===== src/rtl/decode_imm_sequencer.sv =====
// Decode stage between fetch and execute: classifies the RV32I opcode, builds the
// sign-extended immediate and hands a registered packet to execute through a
// 2-entry skid buffer. Flush empties the buffer; illegal encodings are counted.
module decode_imm_sequencer #(
  parameter int unsigned XLEN  = 32,
  parameter int unsigned CNT_W = 16
) (
  input  logic             clk,
  input  logic             rst,
  input  logic             in_valid,
  output logic             in_ready,
  input  logic [31:0]      in_instr,
  input  logic [XLEN-1:0]  in_pc,
  input  logic             flush,
  output logic             out_valid,
  input  logic             out_ready,
  output logic [31:0]      out_instr,
  output logic [XLEN-1:0]  out_pc,
  output logic [XLEN-1:0]  out_imm,
  output logic [2:0]       out_imm_type,
  output logic             out_illegal,
  output logic [CNT_W-1:0] illegal_count
);

  localparam logic [1:0] ST_EMPTY = 2'd0;
  localparam logic [1:0] ST_ONE   = 2'd1;
  localparam logic [1:0] ST_TWO   = 2'd2;

  localparam logic [2:0] IMM_NONE = 3'd0;
  localparam logic [2:0] IMM_I    = 3'd1;
  localparam logic [2:0] IMM_S    = 3'd2;
  localparam logic [2:0] IMM_B    = 3'd3;
  localparam logic [2:0] IMM_U    = 3'd4;
  localparam logic [2:0] IMM_J    = 3'd5;

  // Packet layout: {instr, pc, imm, imm_type, illegal}
  localparam int unsigned PKT_W = 32 + 2 * XLEN + 3 + 1;

  logic [1:0]       state_q, state_d;
  logic             in_ready_q;
  logic [PKT_W-1:0] main_q, main_d, skid_q;
  logic             main_load, skid_load;
  logic [CNT_W-1:0] cnt_q, cnt_d;

  logic [2:0]       dec_type;
  logic             dec_illegal;
  logic [XLEN-1:0]  dec_imm;
  logic [PKT_W-1:0] dec_pkt;
  logic             accept;

  // Classify the incoming opcode and build its immediate.
  always_comb begin
    dec_type    = IMM_NONE;
    dec_illegal = 1'b0;
    dec_imm     = '0;
    unique case (in_instr[6:0])
      7'b0110111, 7'b0010111: dec_type = IMM_U;
      7'b1101111:             dec_type = IMM_J;
      7'b1100111, 7'b0000011, 7'b0010011, 7'b1110011, 7'b0001111: dec_type = IMM_I;
      7'b0100011:             dec_type = IMM_S;
      7'b1100011:             dec_type = IMM_B;
      7'b0110011:             dec_type = IMM_NONE;
      default:                dec_illegal = 1'b1;
    endcase
    unique case (dec_type)
      IMM_I: dec_imm = {{20{in_instr[31]}}, in_instr[31:20]};
      IMM_S: dec_imm = {{20{in_instr[31]}}, in_instr[31:25], in_instr[11:7]};
      IMM_B: dec_imm = {{19{in_instr[31]}}, in_instr[31], in_instr[7], in_instr[30:25],
                        in_instr[11:8], 1'b0};
      IMM_U: dec_imm = {in_instr[31:12], 12'b0};
      IMM_J: dec_imm = {{11{in_instr[31]}}, in_instr[31], in_instr[19:12], in_instr[20],
                        in_instr[30:21], 1'b0};
      default: dec_imm = '0;
    endcase
  end

  assign dec_pkt = {in_instr, in_pc, dec_imm, dec_type, dec_illegal};
  assign accept  = in_valid && in_ready_q;

  // Skid-buffer next state; flush beats every other event.
  always_comb begin
    state_d   = state_q;
    main_load = 1'b0;
    skid_load = 1'b0;
    main_d    = dec_pkt;
    if (flush) begin
      state_d = ST_EMPTY;
    end else begin
      unique case (state_q)
        ST_EMPTY: begin
          if (accept) begin
            state_d   = ST_ONE;
            main_load = 1'b1;
          end
        end
        ST_ONE: begin
          if (accept && !out_ready) begin
            state_d   = ST_TWO;
            skid_load = 1'b1;
          end else if (accept) begin
            main_load = 1'b1;
          end else if (out_ready) begin
            state_d = ST_EMPTY;
          end
        end
        ST_TWO: begin
          // in_ready is low here, so nothing is accepted while skid drains.
          if (out_ready) begin
            state_d   = ST_ONE;
            main_load = 1'b1;
            main_d    = skid_q;
          end
        end
        default: state_d = ST_EMPTY;
      endcase
    end
  end

  // Saturating illegal-packet counter; flushed packets do not count.
  always_comb begin
    cnt_d = cnt_q;
    if (accept && dec_illegal && !flush && (cnt_q != {CNT_W{1'b1}})) begin
      cnt_d = cnt_q + CNT_W'(1);
    end
  end

  // State, packet and counter registers with synchronous reset.
  always_ff @(posedge clk) begin
    if (rst) begin
      state_q    <= ST_EMPTY;
      in_ready_q <= 1'b1;
      main_q     <= '0;
      skid_q     <= '0;
      cnt_q      <= '0;
    end else begin
      state_q    <= state_d;
      in_ready_q <= (state_d != ST_TWO);
      cnt_q      <= cnt_d;
      if (main_load) main_q <= main_d;
      if (skid_load) skid_q <= dec_pkt;
    end
  end

  assign in_ready      = in_ready_q;
  assign out_valid     = (state_q != ST_EMPTY);
  assign out_instr     = main_q[PKT_W-1 -: 32];
  assign out_pc        = main_q[2*XLEN+3 -: XLEN];
  assign out_imm       = main_q[XLEN+3 -: XLEN];
  assign out_imm_type  = main_q[3:1];
  assign out_illegal   = main_q[0];
  assign illegal_count = cnt_q;

endmodule


===== config.mk =====
export PLATFORM = sky130hd
export DESIGN_NAME = decode_imm_sequencer
export DESIGN_NICKNAME = d
export VERILOG_FILES = /design/src/rtl/decode_imm_sequencer.sv
export SDC_FILE = /design/constraint.sdc
export NUM_CORES = 1
export LEC_CHECK = 0
export ABC_AREA = 1
export ABC_CLOCK_PERIOD_IN_PS = 1900
export BUFFER_PORTS_ARGS = -buffer_cell sky130_fd_sc_hd__buf_2
export CAP_MARGIN = 20
export CORE_ASPECT_RATIO = 0.5
export CORE_MARGIN = 10
export CORE_UTILIZATION = 44
export CTS_BUF_LIST = sky130_fd_sc_hd__clkbuf_2
export DETAILED_ROUTE_END_ITERATION = 8
export GPL_ROUTABILITY_DRIVEN = 0
export HOLD_SLACK_MARGIN = 0.12
export MAX_ROUTING_LAYER = met4
export PLACE_DENSITY = 0.74
export SYNTH_ARGS = -nofsm -noshare
export SYNTH_HDL_FRONTEND = slang
export SYNTH_SLANG_ARGS = --single-unit

===== constraint.sdc =====
create_clock -name clk -period 1.9 [get_ports clk]
set_input_delay 0.285 -clock clk [delete_from_list [all_inputs] [get_ports clk]]
set_output_delay 0.285 -clock clk [all_outputs]
set_load 0.02 [all_outputs]

After elaboration in Yosys (flattened, before gate mapping)

Cells that the tools add are included.

Output and inout bits: 118
Flip-flop bits (word level): 219
Logic and storage cells: 59
Input bits: 69

Mux-type cells: 21
Equal/unequal tests: 20
Add/sub/neg operators: 1
Reductions and logical operators: 12

Operators by type and width:

| cell                                           | number |
|---|---|
| two-way mux 100 bit                            | 3 |
| case mux 32 bit (5 select lines)               | 1 |
| == test 7 bit (second input constant)          | 4 |
| == test 7 x 6 -> 1 bit (second input constant) | 3 |
| adder 16 x 1 -> 16 bit (second input constant) | 1 |
| != test 16 bit (second input constant)         | 1 |
| case mux 3 bit (5 select lines)                | 1 |
| == test 7 x 5 -> 1 bit (second input constant) | 2 |
| two-way mux 2 bit                              | 6 |
| OR reduction 11 bit                            | 1 |
| two-way mux 1 bit                              | 8 |
| == test 7 x 2 -> 1 bit (second input constant) | 1 |
| == test 7 x 4 -> 1 bit (second input constant) | 1 |
| == test 3 x 2 -> 1 bit (second input constant) | 2 |
| == test 3 bit (second input constant)          | 2 |
| case mux 2 bit (3 select lines)                | 1 |
| logical AND 1 bit                              | 5 |
| OR reduction 5 bit                             | 1 |
| == test 3 x 1 -> 1 bit (second input constant) | 1 |
| case mux 1 bit (3 select lines)                | 1 |
| == test 2 x 1 -> 1 bit (second input constant) | 1 |
| == test 2 bit (second input constant)          | 1 |
| logical NOT 1 bit                              | 2 |
| logical NOT 2 bit                              | 1 |
| 3 further kinds                                | 3 |

Depth between registers and ports, before layout

Depth after elaboration: 8
Gate-level depth with buffers: 11
Gate-level depth less buffers: 10

Least setup slack after synthesis

No wires, ideal clock.

Path type: register -> register
Start point: reg cnt_q[0] (netlist: illegal_count[0])
End point: reg cnt_q[6] (netlist: illegal_count[6])
Setup time: 0.066 ns
Data required time: 1.834 ns
Data arrival time: 1.637 ns
Path buffers: 1
Setup slack: 0.196 ns
Period minus slack after synthesis: 1.704 ns
Cell stages (with the launch flop): 9
Path through: dfxtp_1 -> ha_1 -> nand2_1 -> nor2_1 -> nand4_1 -> nand4_2 -> buf_2 -> nand2_1 -> a21oi_2

Word-level cells in the longest chain between the ends: 2
Elaborated cells on any way between the ends: 3
Classes of those cells: 1 x add/sub; 1 x eq/ne; 1 x reduce/logical

RTL lines:

| what                                                                           | RTL line | text |
|---|---|---|
| start, declared                                                                | 43       | `logic [CNT_W-1:0] cnt_q, cnt_d;` |
| start signal, assigned                                                         | 138      | `cnt_q <= cnt_d;` |
| parallel branches: the longest is 2 deep, another holds adder 16 x 1 -> 16 bit | --       |  |

Several ways; the timed one is not identified.
A chain may end at the register's enable or synchronous reset.

Final worst setup path

Start point: reg in_ready_q (netlist: in_ready)
End point: reg main_q[33]

Word-level cells in the longest chain between the ends: 5
Elaborated cells on any way between the ends: 6
Classes of those cells: 4 x mux; 2 x reduce/logical

RTL lines:

| what                                                          | RTL line    | text |
|---|---|---|
| start, declared                                               | 40          | `logic in_ready_q;` |
| start signal, assigned                                        | 137         | `in_ready_q <= (state_d != ST_TWO);` |
| logical AND 1 bit *                                           | 78          | `assign accept = in_valid && in_ready_q;` |
| two-way mux 1 bit / logical AND 1 bit (equally long branches) | 91, 100, 97 |  |
| two-way mux 1 bit                                             | 97          | `if (accept && !out_ready) begin` |
| case mux 1 bit (3 select lines) *                             | 89          | `unique case (state_q)` |
| two-way mux 1 bit *                                           | 86          | `if (flush) begin` |
| end signal, assigned                                          | 139         | `if (main_load) main_q <= main_d;` |
| end, declared                                                 | 41          | `logic [PKT_W-1:0] main_q, main_d, skid_q;` |

Every way passes the cells marked *; elsewhere a longest branch is shown, timed or not.

==> flow_summary.toml <==
[run_status]
outcome = "completed"

[timing]
post_route_skew_ns = 0.0379
layout_setup_ws_ns = 0.113
final_min_period_over_clock_period_pct = 94.1
hold_ws_ns = 0.285
max_clock_freq_mhz = 560
setup_total_negative_slack_ns = 0
maxSlewViolCount = 0
tightestPinTransition_ns = 0.728
setup_viol_count_final = 0
final-hold-violation-count = 0
slew-limit-headroom_pct = 51.5
timing.final.crit_period_ns = 1.79

[synth]
synthesis.area_um2 = 9310
syn-num-nets = 1330
synthTopCellsByCount = "sky130_fd_sc_hd__nand2_1 (305), sky130_fd_sc_hd__dfxtp_1 (219), sky130_fd_sc_hd__a21oi_1 (169), sky130_fd_sc_hd__inv_1 (92), sky130_fd_sc_hd__nor2_1 (91)"
async_reset_ff_share_pct = 0
postSynth.topFlopCell = "sky130_fd_sc_hd__dfxtp_1"
synth_cell_types = 38
synth_top_area_share_pct = 47.1
yosysWarningCount = 0
synth_top_cells_by_area = "sky130_fd_sc_hd__dfxtp_1 (47%), sky130_fd_sc_hd__nand2_1 (12%), sky130_fd_sc_hd__a21oi_1 (9.1%), sky130_fd_sc_hd__o21ai_0 (4.2%), sky130_fd_sc_hd__inv_1 (3.7%)"
synth_enable_flop_cells = 0
ys_seq_elements = 219
yosys.cell_count.top_type = "sky130_fd_sc_hd__nand2_1"
synthDominantAreaCellType = "sky130_fd_sc_hd__dfxtp_1"
avgSynthCellArea_um2 = 7.39
syn_inst = 1260
synth_sequential_area_ratio_pct = 47.1

[drt]
number_of_nets_still_failing_antenna_checks_after_routing = 0
dr_total_vias = 9550
vias_per_cell = 5.23
drt_pass_1_iters = 5
detail_route.wirelength_um = 29300
routedWlPerCell_um = 16.1
drtIter0Drc = 896
drc = 0

[power_and_ir_drop]
power_density_nw_per_um2 = 741
cellLeakagePower_nw = 5.21
worst_ir_drop_vdd_mv = 0.431

[global_routing]
grt_max_degree = 152
initial_antenna_violation_count = 3
grt.total_usage_pct = 20.8
wire_length_of_the_first_global_routing_pass_um = 46300
first_global_vias = 9171
globalRoute.totalOverflow = 0

[layout]
nets = 1585
synthToLayoutAreaGrowth_pct = 25.7
finalInstanceArea_um2 = 11700
layout-drive-gt1-share_pct = 23.5
n_fill_cell = 1904

[critical_path]
worstPathArrival_ns = 2.42
worst-path-max-fanout = 10
critPathLaunchType = "flip-flop"
critical_path_endpoint_category = "flip-flop"
critical_path.max_stage_delay_ns = 0.37
timing.critical_path.max_delay_family = "simple AND/OR/NAND/NOR gates"
worst_path_cell_trace = "nand2_1, nor2_4, nand3_2, inv_2, nor2_4, buf_4, clkbuf_16, nand2_1, o21ai_0, a21oi_1, nor2_1"
worst-endpoint-required_ns = 2.53
crit_slowest_cell = "sky130_fd_sc_hd__dfxtp_1"
timing_worst_setup_path_type = "flip-flop to flip-flop"
worst-path-buf-inv = 3

[placement]
place_ws_ns = 0.0328
placement.cell_area_um2 = 10500
portBuffers = 186
detailedPlacementHpwl_um = 18700

[clock_network]
tritoncts = "yes"
cts_htree_levels = 2
clockBufferDepth = 3
clock_sinks = 219
cts_buf_count = 49
clk_root_buffer_cell = "sky130_fd_sc_hd__clkbuf_2"
cts.reportedPaths.clkPinSlew_ns = 0.12
clock_network_latency_to_the_later_pin_of_the_worst_skew_pair_ns = 0.79

[run]
timing.max_cap.violations = 0

[floorplan]
num_io_pins = 187
die_area_um2 = 27700
placeableCoreArea_um2 = 20600
placement_rows = 37
die_w_um = 226
dieHeight_um = 123
starting_utilization_of_the_core_area_pct = 45.1

[hold_path]
worstHoldPathType = "primary input to flip-flop"
worst reg2reg max path: stages (launching register included):
cell	delay, ns
sky130_fd_sc_hd__dfxtp_1	0.37
sky130_fd_sc_hd__nand2_1	0.13
sky130_fd_sc_hd__nor2_4	0.17
sky130_fd_sc_hd__nand3_2	0.11
sky130_fd_sc_hd__inv_2	0.11
sky130_fd_sc_hd__nor2_4	0.06
sky130_fd_sc_hd__buf_4	0.16
sky130_fd_sc_hd__clkbuf_16	0.17
sky130_fd_sc_hd__nand2_1	0.05
sky130_fd_sc_hd__o21ai_0	0.08
sky130_fd_sc_hd__a21oi_1	0.16
sky130_fd_sc_hd__nor2_1	0.06
metal layers:
metal  vias up  track usage [%]  wire, µm  share of wire (%)
li1       4647                -         -                  -
met1      4473             25.5     12800                 44
met2       372             33.8     13900                 47
met3        58             4.14      2050                7.0
met4         0             7.38       588                2.0
met5         -                -         0                  0
state kept, by name, summed over array words and instances (netlist names):
| signal | cells |
|---|---|
| illegal_count | 16 |
| in_ready | 1 |
| main_q | 100 |
| skid_q | 100 |
| state_q | 2 |
cell type report:
class | count | area (µm²) | area share [%]
Inverter | 111 | 419 | 3.58
Sequential cell | 219 | 4390 | 37.5
Multi-Input combinational cell | 849 | 4150 | 35.5
Timing Repair Buffer | 285 | 1980 | 17.0
Tap cell | 273 | 342 | 2.92
Antenna cell | 3 | 7.51 | 0.0642
Clock inverter | 12 | 46.3 | 0.396
Clock buffer | 73 | 365 | 3.12
stage by stage:
stage | power (mW) | util [%] | std cells
final | 8.67 | 56.7 | 1825
after global routing | 9.09 | 56.7 | 1825
after CTS | 8.74 | 56.3 | 1819
after detailed placement | 5.72 | 51.0 | 1665
after global placement | 5.70 | 51.0 | 1665
after floorplan | 5.35 | - | 1260
kinds of logic (layout without fill, tap and decap cells):
| kind of cell | Yosys count | after routing | synth area share, % |
|---|---|---|---|
| buffers and inverters | 192 | 481 | 8.51 |
| XOR/XNOR | 12 | 12 | 1.13 |
| AO/OA/AOI/OAI | 361 | 361 | 20.9 |
| adder cells (fa/ha/maj) | 1 | 1 | 0.134 |
| other | 0 | 3 | 0 |
| flip-flops | 219 | 219 | 47.1 |
| AND/OR/NAND/NOR | 475 | 475 | 22.2 |
power by group:
part / switching [mW] / total [mW] / internal (mW)
logic: 0.623 / 1.00 / 0.382
registers: 0.0575 / 4.76 / 4.70
clock network: 1.90 / 2.91 / 1.01
total: 2.58 / 8.67 / 6.09
worst paths after layout:
| check | startpoint | endpoint | slack [ns] | depth (start not counted) |
|---|---|---|---|---|
| min | in_pc[13] | skid_q[49] | 0.29 | 4 |
| max | in_ready | main_q[33] | 0.11 | 11 |
| min reg2reg | skid_q[43] | skid_q[43] | 0.46 | 2 |
| max reg2reg | in_ready | main_q[33] | 0.11 | 11 |
timing repair:
action | 4_1_cts | 5_1_grt
hold buffers | 69 | 0
gates resized for setup | 1 | 2
pin swaps | 0 | 1
endpoints found under the hold margin | 218 | 0
gates cloned | 0 | 2
setup endpoints to repair | 1 | 16
buffers inserted | 0 | 1
cell usage in the layout (no fill, tap or decap), types with 32 or more instances in the layout:
| cell | Yosys | routed |
|---|---|---|
| sky130_fd_sc_hd__inv_1 | 92 | 91 |
| sky130_fd_sc_hd__o21ai_1 | 46 | 46 |
| sky130_fd_sc_hd__o21ai_0 | 78 | 78 |
| sky130_fd_sc_hd__a31oi_1 | 38 | 38 |
| sky130_fd_sc_hd__clkbuf_2 | 0 | 73 |
| sky130_fd_sc_hd__buf_2 | 30 | 185 |
| sky130_fd_sc_hd__dfxtp_1 | 219 | 218 |
| sky130_fd_sc_hd__dlygate4sd3_1 | 0 | 69 |
| sky130_fd_sc_hd__a21oi_1 | 169 | 169 |
| sky130_fd_sc_hd__nand2_1 | 305 | 305 |
| sky130_fd_sc_hd__nor2_1 | 91 | 91 |
| sky130_fd_sc_hd__nand3_1 | 33 | 32 |
Power figures use the tool's default switching activity.
